### src/rtl/vc_re_fifo_pkg.sv
// rtl/vc_re_fifo_pkg.sv - shared defaults and width helpers for the multi-VC router input buffer
package vc_re_fifo_pkg;

  // Router, link and credit counters all take their defaults from here
  localparam int DEF_DATAW     = 32;
  localparam int DEF_DEPTH     = 4;
  localparam int DEF_NVC       = 2;
  localparam int DEF_PKT_FLITS = 1;

  // Index width for n entries, never below one bit
  function automatic int idx_width(input int n);
    return (n > 1) ? $clog2(n) : 1;
  endfunction

endpackage

### src/rtl/vc_ring.sv
// rtl/vc_ring.sv - single-VC circular flit buffer with pointers, occupancy and free count
module vc_ring
  import vc_re_fifo_pkg::*;
#(
  parameter  int DATAW = DEF_DATAW,
  parameter  int DEPTH = DEF_DEPTH,
  localparam int PTRW  = idx_width(DEPTH),
  localparam int CNTW  = $clog2(DEPTH + 1)
) (
  input  logic            clk,
  input  logic            rst_,
  input  logic [DATAW:0]  wdata,
  input  logic            push,
  input  logic            pop,
  output logic [DATAW:0]  head,
  output logic            empty,
  output logic            full,
  output logic [CNTW-1:0] free_cnt
);

  logic [DATAW:0]  ram [DEPTH];
  logic [PTRW-1:0] wr_ptr;
  logic [PTRW-1:0] rd_ptr;
  logic [CNTW-1:0] cnt;

  // Explicit wrap so DEPTH need not be a power of two
  function automatic logic [PTRW-1:0] ptr_next(input logic [PTRW-1:0] p);
    return (p == PTRW'(DEPTH - 1)) ? '0 : p + 1'b1;
  endfunction

  always_ff @(posedge clk or negedge rst_) begin
    if (!rst_) begin
      wr_ptr <= '0;
      rd_ptr <= '0;
      cnt    <= '0;
      for (int i = 0; i < DEPTH; i++) ram[i] <= '0;
    end else begin
      if (push) begin
        ram[wr_ptr] <= wdata;
        wr_ptr      <= ptr_next(wr_ptr);
      end
      if (pop) rd_ptr <= ptr_next(rd_ptr);
      case ({push, pop})
        2'b10:   cnt <= cnt + 1'b1;
        2'b01:   cnt <= cnt - 1'b1;
        default: cnt <= cnt;
      endcase
    end
  end

  assign head     = ram[rd_ptr];
  assign empty    = (cnt == '0);
  assign full     = (cnt == CNTW'(DEPTH));
  assign free_cnt = CNTW'(DEPTH) - cnt;

endmodule

### src/rtl/vc_re_fifo.sv
// rtl/vc_re_fifo.sv - multi-VC router input buffer: shared write/read ports, per-VC status, credit return
module vc_re_fifo
  import vc_re_fifo_pkg::*;
#(
  parameter  int DATAW     = DEF_DATAW,
  parameter  int DEPTH     = DEF_DEPTH,
  parameter  int NVC       = DEF_NVC,
  parameter  int PKT_FLITS = DEF_PKT_FLITS,
  localparam int VCW       = idx_width(NVC)
) (
  input  logic           clk,
  input  logic           rst_,
  input  logic [DATAW:0] idata,
  input  logic           wr_en,
  input  logic [VCW-1:0] wr_vc,
  input  logic           rd_en,
  input  logic [VCW-1:0] rd_vc,
  output logic [DATAW:0] odata,
  output logic [NVC-1:0] empty,
  output logic [NVC-1:0] full,
  output logic [NVC-1:0] ordy,
  output logic           credit,
  output logic [VCW-1:0] credit_vc,
  output logic           ovf
);

  localparam int CNTW = $clog2(DEPTH + 1);

  logic [DATAW:0]  head_v [NVC];
  logic [CNTW-1:0] free_v [NVC];
  logic [NVC-1:0]  push_v;
  logic [NVC-1:0]  pop_v;

  logic           wr_hit;
  logic           wr_full;
  logic           rd_empty;
  logic [DATAW:0] rd_head;
  logic           pop;
  logic           push;
  logic           drop;

  // Out-of-range VC indices never match, so they read as empty and write as a drop
  always_comb begin
    wr_hit   = 1'b0;
    wr_full  = 1'b0;
    rd_empty = 1'b1;
    rd_head  = '0;
    for (int v = 0; v < NVC; v++) begin
      if (wr_vc == VCW'(v)) begin
        wr_hit  = 1'b1;
        wr_full = full[v];
      end
      if (rd_vc == VCW'(v)) begin
        rd_empty = empty[v];
        rd_head  = head_v[v];
      end
    end
  end

  assign pop   = rd_en & ~rd_empty;
  assign push  = wr_en & wr_hit & (~wr_full | (pop & (rd_vc == wr_vc)));
  assign drop  = wr_en & ~push;
  assign odata = rd_empty ? '0 : rd_head;

  for (genvar v = 0; v < NVC; v++) begin : g_vc
    assign push_v[v] = push & (wr_vc == VCW'(v));
    assign pop_v[v]  = pop & (rd_vc == VCW'(v));
    assign ordy[v]   = (free_v[v] >= CNTW'(PKT_FLITS));

    vc_ring #(
      .DATAW (DATAW),
      .DEPTH (DEPTH)
    ) u_ring (
      .clk      (clk),
      .rst_     (rst_),
      .wdata    (idata),
      .push     (push_v[v]),
      .pop      (pop_v[v]),
      .head     (head_v[v]),
      .empty    (empty[v]),
      .full     (full[v]),
      .free_cnt (free_v[v])
    );
  end

  always_ff @(posedge clk or negedge rst_) begin
    if (!rst_) begin
      credit    <= 1'b0;
      credit_vc <= '0;
      ovf       <= 1'b0;
    end else begin
      credit <= pop;
      if (pop) credit_vc <= rd_vc;
      if (drop) ovf <= 1'b1;
    end
  end

endmodule

### config.mk
export PLATFORM = sky130hd
export DESIGN_NAME = vc_re_fifo
export DESIGN_NICKNAME = d
export VERILOG_FILES = /design/src/rtl/vc_re_fifo_pkg.sv /design/src/rtl/vc_ring.sv /design/src/rtl/vc_re_fifo.sv
export SDC_FILE = /design/constraint.sdc
export NUM_CORES = 1
export LEC_CHECK = 0
export CAP_MARGIN = 30
export CORE_MARGIN = 5
export CORE_UTILIZATION = 38
export DETAILED_ROUTE_END_ITERATION = 10
export DONT_BUFFER_PORTS = 1
export GPL_TIMING_DRIVEN = 0
export HOLD_SLACK_MARGIN = 0.05
export PLACE_DENSITY = 0.64
export SYNTH_ARGS = -nofsm -noshare
export SYNTH_HDL_FRONTEND = slang
export SYNTH_SLANG_ARGS = --single-unit
### constraint.sdc
create_clock -name clk -period 4.55 [get_ports clk]
set_input_delay 0.91 -clock clk [delete_from_list [all_inputs] [get_ports clk]]
set_output_delay 0.91 -clock clk [all_outputs]
set_load 0.02 [all_outputs]
Word-level counts from Yosys, hierarchy flattened
Cells that the tools add are included.

storage, ports and cells
  logic and storage cells = 92
  register bits after elaboration = 281
  output and inout bits = 42
  input port bits = 39

cells by class
  reduce and logical (&&, ||, !) cells = 6
  equality and inequality tests = 11
  add/subtract/negate cells = 10
  magnitude comparators = 8
  bitwise logic cells = 18
  mux-type cells = 22

operator list
  kind                                                                           count
  132-bit bitwise mux                                                            2
  33-bit 2-to-1 mux                                                              8
  33-bit binary-select mux with 2-bit select                                     2
  33-bit demux with 2-bit select                                                 2
  2-bit == test (second input constant)                                          6
  3-bit >= comparator (second input constant)                                    4
  2-bit NOT with 3-bit output                                                    4
  3-bit case mux with 2 select lines                                             2
  2-bit by 1-bit adder with 2-bit output (second input constant)                 4
  1-bit bitwise AND                                                              8
  2-bit 2-to-1 mux                                                               4
  3-bit by 1-bit adder with 3-bit output (second input constant)                 2
  3-bit == test (second input constant)                                          2
  3-bit by 1-bit >= comparator with 1-bit output (second input constant)         2
  3-bit zero test                                                                2
  3-bit by 1-bit less-than comparator with 1-bit output (second input constant)  2
  3-bit by 1-bit subtractor with 3-bit output (second input constant)            2
  3-bit subtractor (first input constant)                                        2
  1-bit NOT                                                                      5
  2-bit by 1-bit == test with 1-bit output (second input constant)               2
  2-bit nonzero test                                                             2
  1-bit logical AND                                                              2
  1-bit 2-to-1 mux                                                               2
  1-bit == test                                                                  1
  1-bit bitwise OR                                                               1

Longest topological paths before layout
  word-level depth = 10
  gate-level depth with buffers = 13
  gate-level depth less buffers = 12

Hierarchy
Synthesis repeated with hierarchy kept, for this count alone.

unflattened totals
  cells, all modules = 815
  area, all modules = 13212.7 um^2

modules (own cells, without submodules)
  module      instances  area an instance (um^2)  sequential area each (um^2)  cells each
  vc_ring     2          6241.0                   3478.3                       361
  vc_re_fifo  1          730.7                    75.1                         93

Worst setup path after synthesis
OpenSTA, ideal clock, no wires.

  kind = register to output
  from = register g_vc[1].u_ring.cnt[0]
  to = output port odata[10]
  cell stages (with the launch flop) = 9
  required time = 3640 ps
  path buffers = 2
  arrival = 2009 ps
  slack = 1631 ps
  cells stage by stage = dfrtp_1 -> inv_1 -> ha_1 -> ha_1 -> or3b_2 -> clkbuf_1 -> clkbuf_1 -> o22a_1 -> o221ai_1

on the way
  cells in the longest elaborated chain, start to end = 3

ends and longest elaborated chain
  what                      line              text
  start, declared           vc_ring.sv:24     logic [CNTW-1:0] cnt;
  start signal, assigned    vc_ring.sv:44     2'b10: cnt <= cnt + 1'b1;
  start signal, assigned    vc_ring.sv:45     2'b01: cnt <= cnt - 1'b1;
  start signal, assigned    vc_ring.sv:46     default: cnt <= cnt;
  3-bit zero test           vc_ring.sv:52     assign empty = (cnt == '0);
  via g_vc[1].u_ring.empty  vc_ring.sv:16     output logic empty,
  1-bit 2-to-1 mux          vc_re_fifo.sv:53  if (rd_vc == VCW'(v)) begin
  33-bit 2-to-1 mux         vc_re_fifo.sv:63  assign odata = rd_empty ? '0 : rd_head;
  end, declared             vc_re_fifo.sv:18  output logic [DATAW:0] odata,

The timed path passes the listed nets, and every way through them passes these cells.

Worst setup path in the final report
  from = register g_vc[0].u_ring.rd_ptr[1]
  to = output port odata[30]

on the way
  cells in the longest elaborated chain, start to end = 6

ends and longest elaborated chain
  what                                                  line              text
  start, declared                                       vc_ring.sv:23     logic [PTRW-1:0] rd_ptr;
  start signal, assigned                                vc_ring.sv:42     if (pop) rd_ptr <= ptr_next(rd_ptr);
  2-bit NOT with 3-bit output (not written as such)     vc_ring.sv:51     assign head = ram[rd_ptr];
  33-bit binary-select mux with 2-bit select            vc_ring.sv:51
  33-bit 2-to-1 mux (not written as such) (2 in a row)  vc_ring.sv:51
  33-bit 2-to-1 mux                                     vc_re_fifo.sv:53
  33-bit 2-to-1 mux                                     vc_re_fifo.sv:63

No other way between the ends. The select of a mux whose other input is x is not followed.

==> metrics.csv <==
stage;metric;value;unit
run_status;outcome;complete, no violations;
power;sequential share of power;39.4;%
global_route;remaining global-route overflow;0;
synth;Syn Inst Count;908;
critical_path;setup slack, reg-to-reg;1.49;ns
final_layout;Multi-input gate area;5580;sq um
timing;unrepaired setup endpoints after global routing;false;
critical_path;Worst R2R End;g_vc[1].u_ring.ram[13]$_DFFE_PN0P_;
floorplanning;die width;195;um
clock_tree;Num CTS Buffers;30;
synth;multiplexer area fraction after synthesis;33.3;%
final_layout;Antenna Cells;0;
min_path;Tightest Hold Check Type;in -> async;
timing;f_max;240;MHz
floorplanning;Rows;67;
global_route;first-pass GRT wire length;48.4;mm
power;clock share of power;22.8;%
synth;sequential fraction of the synthesis area;54.0;%
routing;via count;7517;
power;Pleak;6.32;nW
power;PwrDens;758;nW/um^2
critical_path;crit start category;flip-flop;
final_layout;number of fill cells in the layout;3089;
clock_tree;H-tree level count;1;
synth;Simple-Gate Fraction of Synth Area;1.34;%
clock_tree;Sink Count;281;
routing;antenna viol nets, final;0;
final_layout;final net count;1007;
final_layout;most frequent cells in the layout;dfrtp_1, mux2_2, mux2i_1;
final_layout;register area;7030;sq um
power;Comb pwr share;37.7;%
synth;Main synth FF type;dfrtp_1;
power;switch share;33.7;%
timing;clk_skew;0.0161;ns
synth;Synth cell types;36;
clock_tree;Root Driver;clkbuf_16;
timing;period utilization;91.7;%
critical_path;reg-to-reg startpoint;g_vc[1].u_ring.cnt[0]$_DFFE_PN0P_;
placed_design;routability cong.;0.746;
critical_path;critical-path cell with the highest stage delay;buf_1;
critical_path;CP Capture Type;output port;
clock_tree;Resize count post-CTS;0;
synth;Post-Synth Adder-Cell Area;2.23;%
global_route;total track usage;16.0;%
clock_tree;clock buffer depth;3;
floorplanning;core area;33700;sq um
global_route;initial antenna violation count;0;
global_route;vias in the first global route;7998;
floorplanning;die area;38100;sq um
power;Pint;7.37;mW
timing;slew margin rel.;31.7;%
synth;synthesis-stage register bit count;281;
synth;Synth Area in Compound Gates;5.56;%
placed_design;number of buffers added on ports;0;
critical_path;Worst Path Max Fanout;10;
critical_path;CP max stage delay;0.81;ns
timing;final setup violating endpoints;0;
placed_design;Post-DP HPWL;19.4;mm
timing;Worst-Margin Slew;1.02;ns
routing;vias per inst;5.32;
routing;Initial DRC Count;413;
clock_tree;CTS tree;done;
synth;main combinational cell family by area after synthesis;multiplexers;
critical_path;arrival time worst endpoint;3.26;ns
critical_path;CP endpoint;odata[30];
synth;Post-synth EDFFs;0;
critical_path;CP Class;reg -> out;
final_layout;synthesis-to-layout area growth;12.8;%
timing;final hold vios;0;
synth;mean area per synthesized cell;14.3;sq um
critical_path;WP depth;5;
critical_path;CP top delay family;buffers and inverters;
synth;yosys warns;0;
run;maxcap violations;0;
synth;Post-Syn Nets;969;
critical_path;crit path cell chain;clkbuf_1, buf_2, buf_1, mux2i_1, o221ai_1;
clock_tree;Clk pin slew, worst setup/hold paths;0.06;ns
critical_path;WP buf/inv;3;
power;total power;11.1;mW
routing;Pre-antenna DRT Iters;4;
critical_path;worst setup path startpoint;g_vc[0].u_ring.rd_ptr[1]$_DFFE_PN0P_;
synth;asr flop ratio synth;100;%
final_layout;share of layout cells above drive strength 1;36.4;%
floorplanning;die height;195;um
routing;drt total wl;31.0;mm
critical_path;Crit path required time;3.64;ns
routing;Remaining DRCs;0;
power;VDD IR-drop max;0.335;mV
routing;wire length per cell;21.9;um
global_route;pin count of the biggest net entering global routing;277;
final_layout;commonest non-fill, non-tap cell in the layout;dfrtp_1;
floorplanning;Starting Density;38.6;%
power;NetSw;3.75;mW
timing;fin crit period;4.17;ns
synth;Cell Area, Synth;13000;sq um
synth;xor and xnor fraction of the mapped netlist area;0.404;%
clock_tree;Clk Latency, worst-skew pair;0.55;ns
critical_path;R2R cell count;8;
timing;setup TNS;0;ns
floorplanning;Top Ports;81;
timing;Slew Viols, Final;0;
[power by group through the flow]
stage	Combinational (mW)	Clock (mW)	Sequential [mW]
final	4.20	2.54	4.39
after floorplan	3.37	0	4.25
after global routing	4.60	2.70	4.54
after global placement	4.14	0	4.37
after CTS	4.27	2.61	4.39
after detailed placement	4.25	0	4.43
[cell families after synthesis]
group	after synthesis
multiplexers	400
flip-flops	281
AO/OA/AOI/OAI	83
buffers and inverters	83
AND/OR/NAND/NOR	33
adder cells (fa/ha/maj)	22
XOR/XNOR	6
[worst min-delay path by stage]
| stage | start | endpoint | slack (ns) | cells after the start |
|---|---|---|---|---|
| floorplan | g_vc[0].u_ring.ram[95]$_DFFE_PN0P_ | g_vc[0].u_ring.ram[95]$_DFFE_PN0P_ | 0.46 | 1 |
| global placement | g_vc[0].u_ring.ram[99]$_DFFE_PN0P_ | g_vc[0].u_ring.ram[99]$_DFFE_PN0P_ | 0.47 | 1 |
| detailed placement | g_vc[0].u_ring.ram[100]$_DFFE_PN0P_ | g_vc[0].u_ring.ram[100]$_DFFE_PN0P_ | 0.47 | 1 |
| CTS | rst_ | g_vc[1].u_ring.ram[111]$_DFFE_PN0P_ | 0.05 | 0 |
| global route | rst_ | credit$_DFF_PN0_ | 0.05 | 0 |
| finish | rst_ | credit$_DFF_PN0_ | 0.08 | 0 |
[state kept, by name, indices dropped and copies added, names as in the netlist]
name                count
ovf                     1
credit                  1
g_vc.u_ring.rd_ptr      4
g_vc.u_ring.wr_ptr      4
g_vc.u_ring.ram       264
credit_vc               1
g_vc.u_ring.cnt         6
[synth_stat cells (2+ instances only)]
master / instances / area (sq um)
nor2b_1: 2 / 12.5
buf_6: 7 / 78.8
a21o_1: 2 / 15.0
fa_1: 2 / 40.0
xnor2_1: 4 / 35.0
nor3_1: 3 / 15.0
a211oi_2: 2 / 25.0
nand3_1: 5 / 25.0
dfrtp_1: 281 / 7030
buf_4: 4 / 30.0
o22a_1: 33 / 289
a211oi_4: 2 / 40.0
mux2i_1: 132 / 1320
a21oi_1: 6 / 30.0
nor2_1: 5 / 18.8
nand2_1: 10 / 37.5
nand3b_1: 2 / 15.0
ha_1: 20 / 250
buf_2: 23 / 115
buf_1: 6 / 22.5
inv_1: 20 / 75.1
mux2_2: 261 / 2940
o221ai_1: 33 / 289
xor2_1: 2 / 17.5
clkbuf_1: 23 / 86.3
o21ai_0: 2 / 10.0
mux2_1: 7 / 78.8
[final cells by class]
| type | count | share of cell area [%] |
|---|---|---|
| Buffer | 63 | 2.27 |
| Clock buffer | 43 | 6.07 |
| Clock inverter | 7 | 0.920 |
| Inverter | 20 | 0.511 |
| Multi-Input combinational cell | 544 | 38.0 |
| Sequential cell | 281 | 47.9 |
| Tap cell | 448 | 3.82 |
| Timing Repair Buffer | 6 | 0.554 |
[per-stage QoR]
stage / hold slack (ns) / util, % / cells / worst slack, ns / cell area [sq um]
floorplan: 0.457 / - / 908 / 1.63 / 13000
global placement: 0.467 / 40.3 / 1356 / 0.957 / 13600
detailed placement: 0.474 / 40.4 / 1358 / 0.965 / 13600
CTS: 0.0543 / 43.5 / 1410 / 0.378 / 14700
global route: 0.0506 / 43.6 / 1412 / 0.215 / 14700
finish: 0.0820 / 43.6 / 1412 / 0.378 / 14700
[routing by layer]
layer	GRT usage, %	up-vias	wire length [um]
met5	0	-	0
met4	3.41	0	648
met3	3.83	48	1850
met2	26.1	145	14600
met1	22.0	3929	13800
li1	-	3395	-
[repair_timing]
item,4_1_cts,5_1_grt
setup buffers,0,0
endpoints found under the hold margin,1,29
hold buffers,2,1
(Power assumes the default switching activity.)
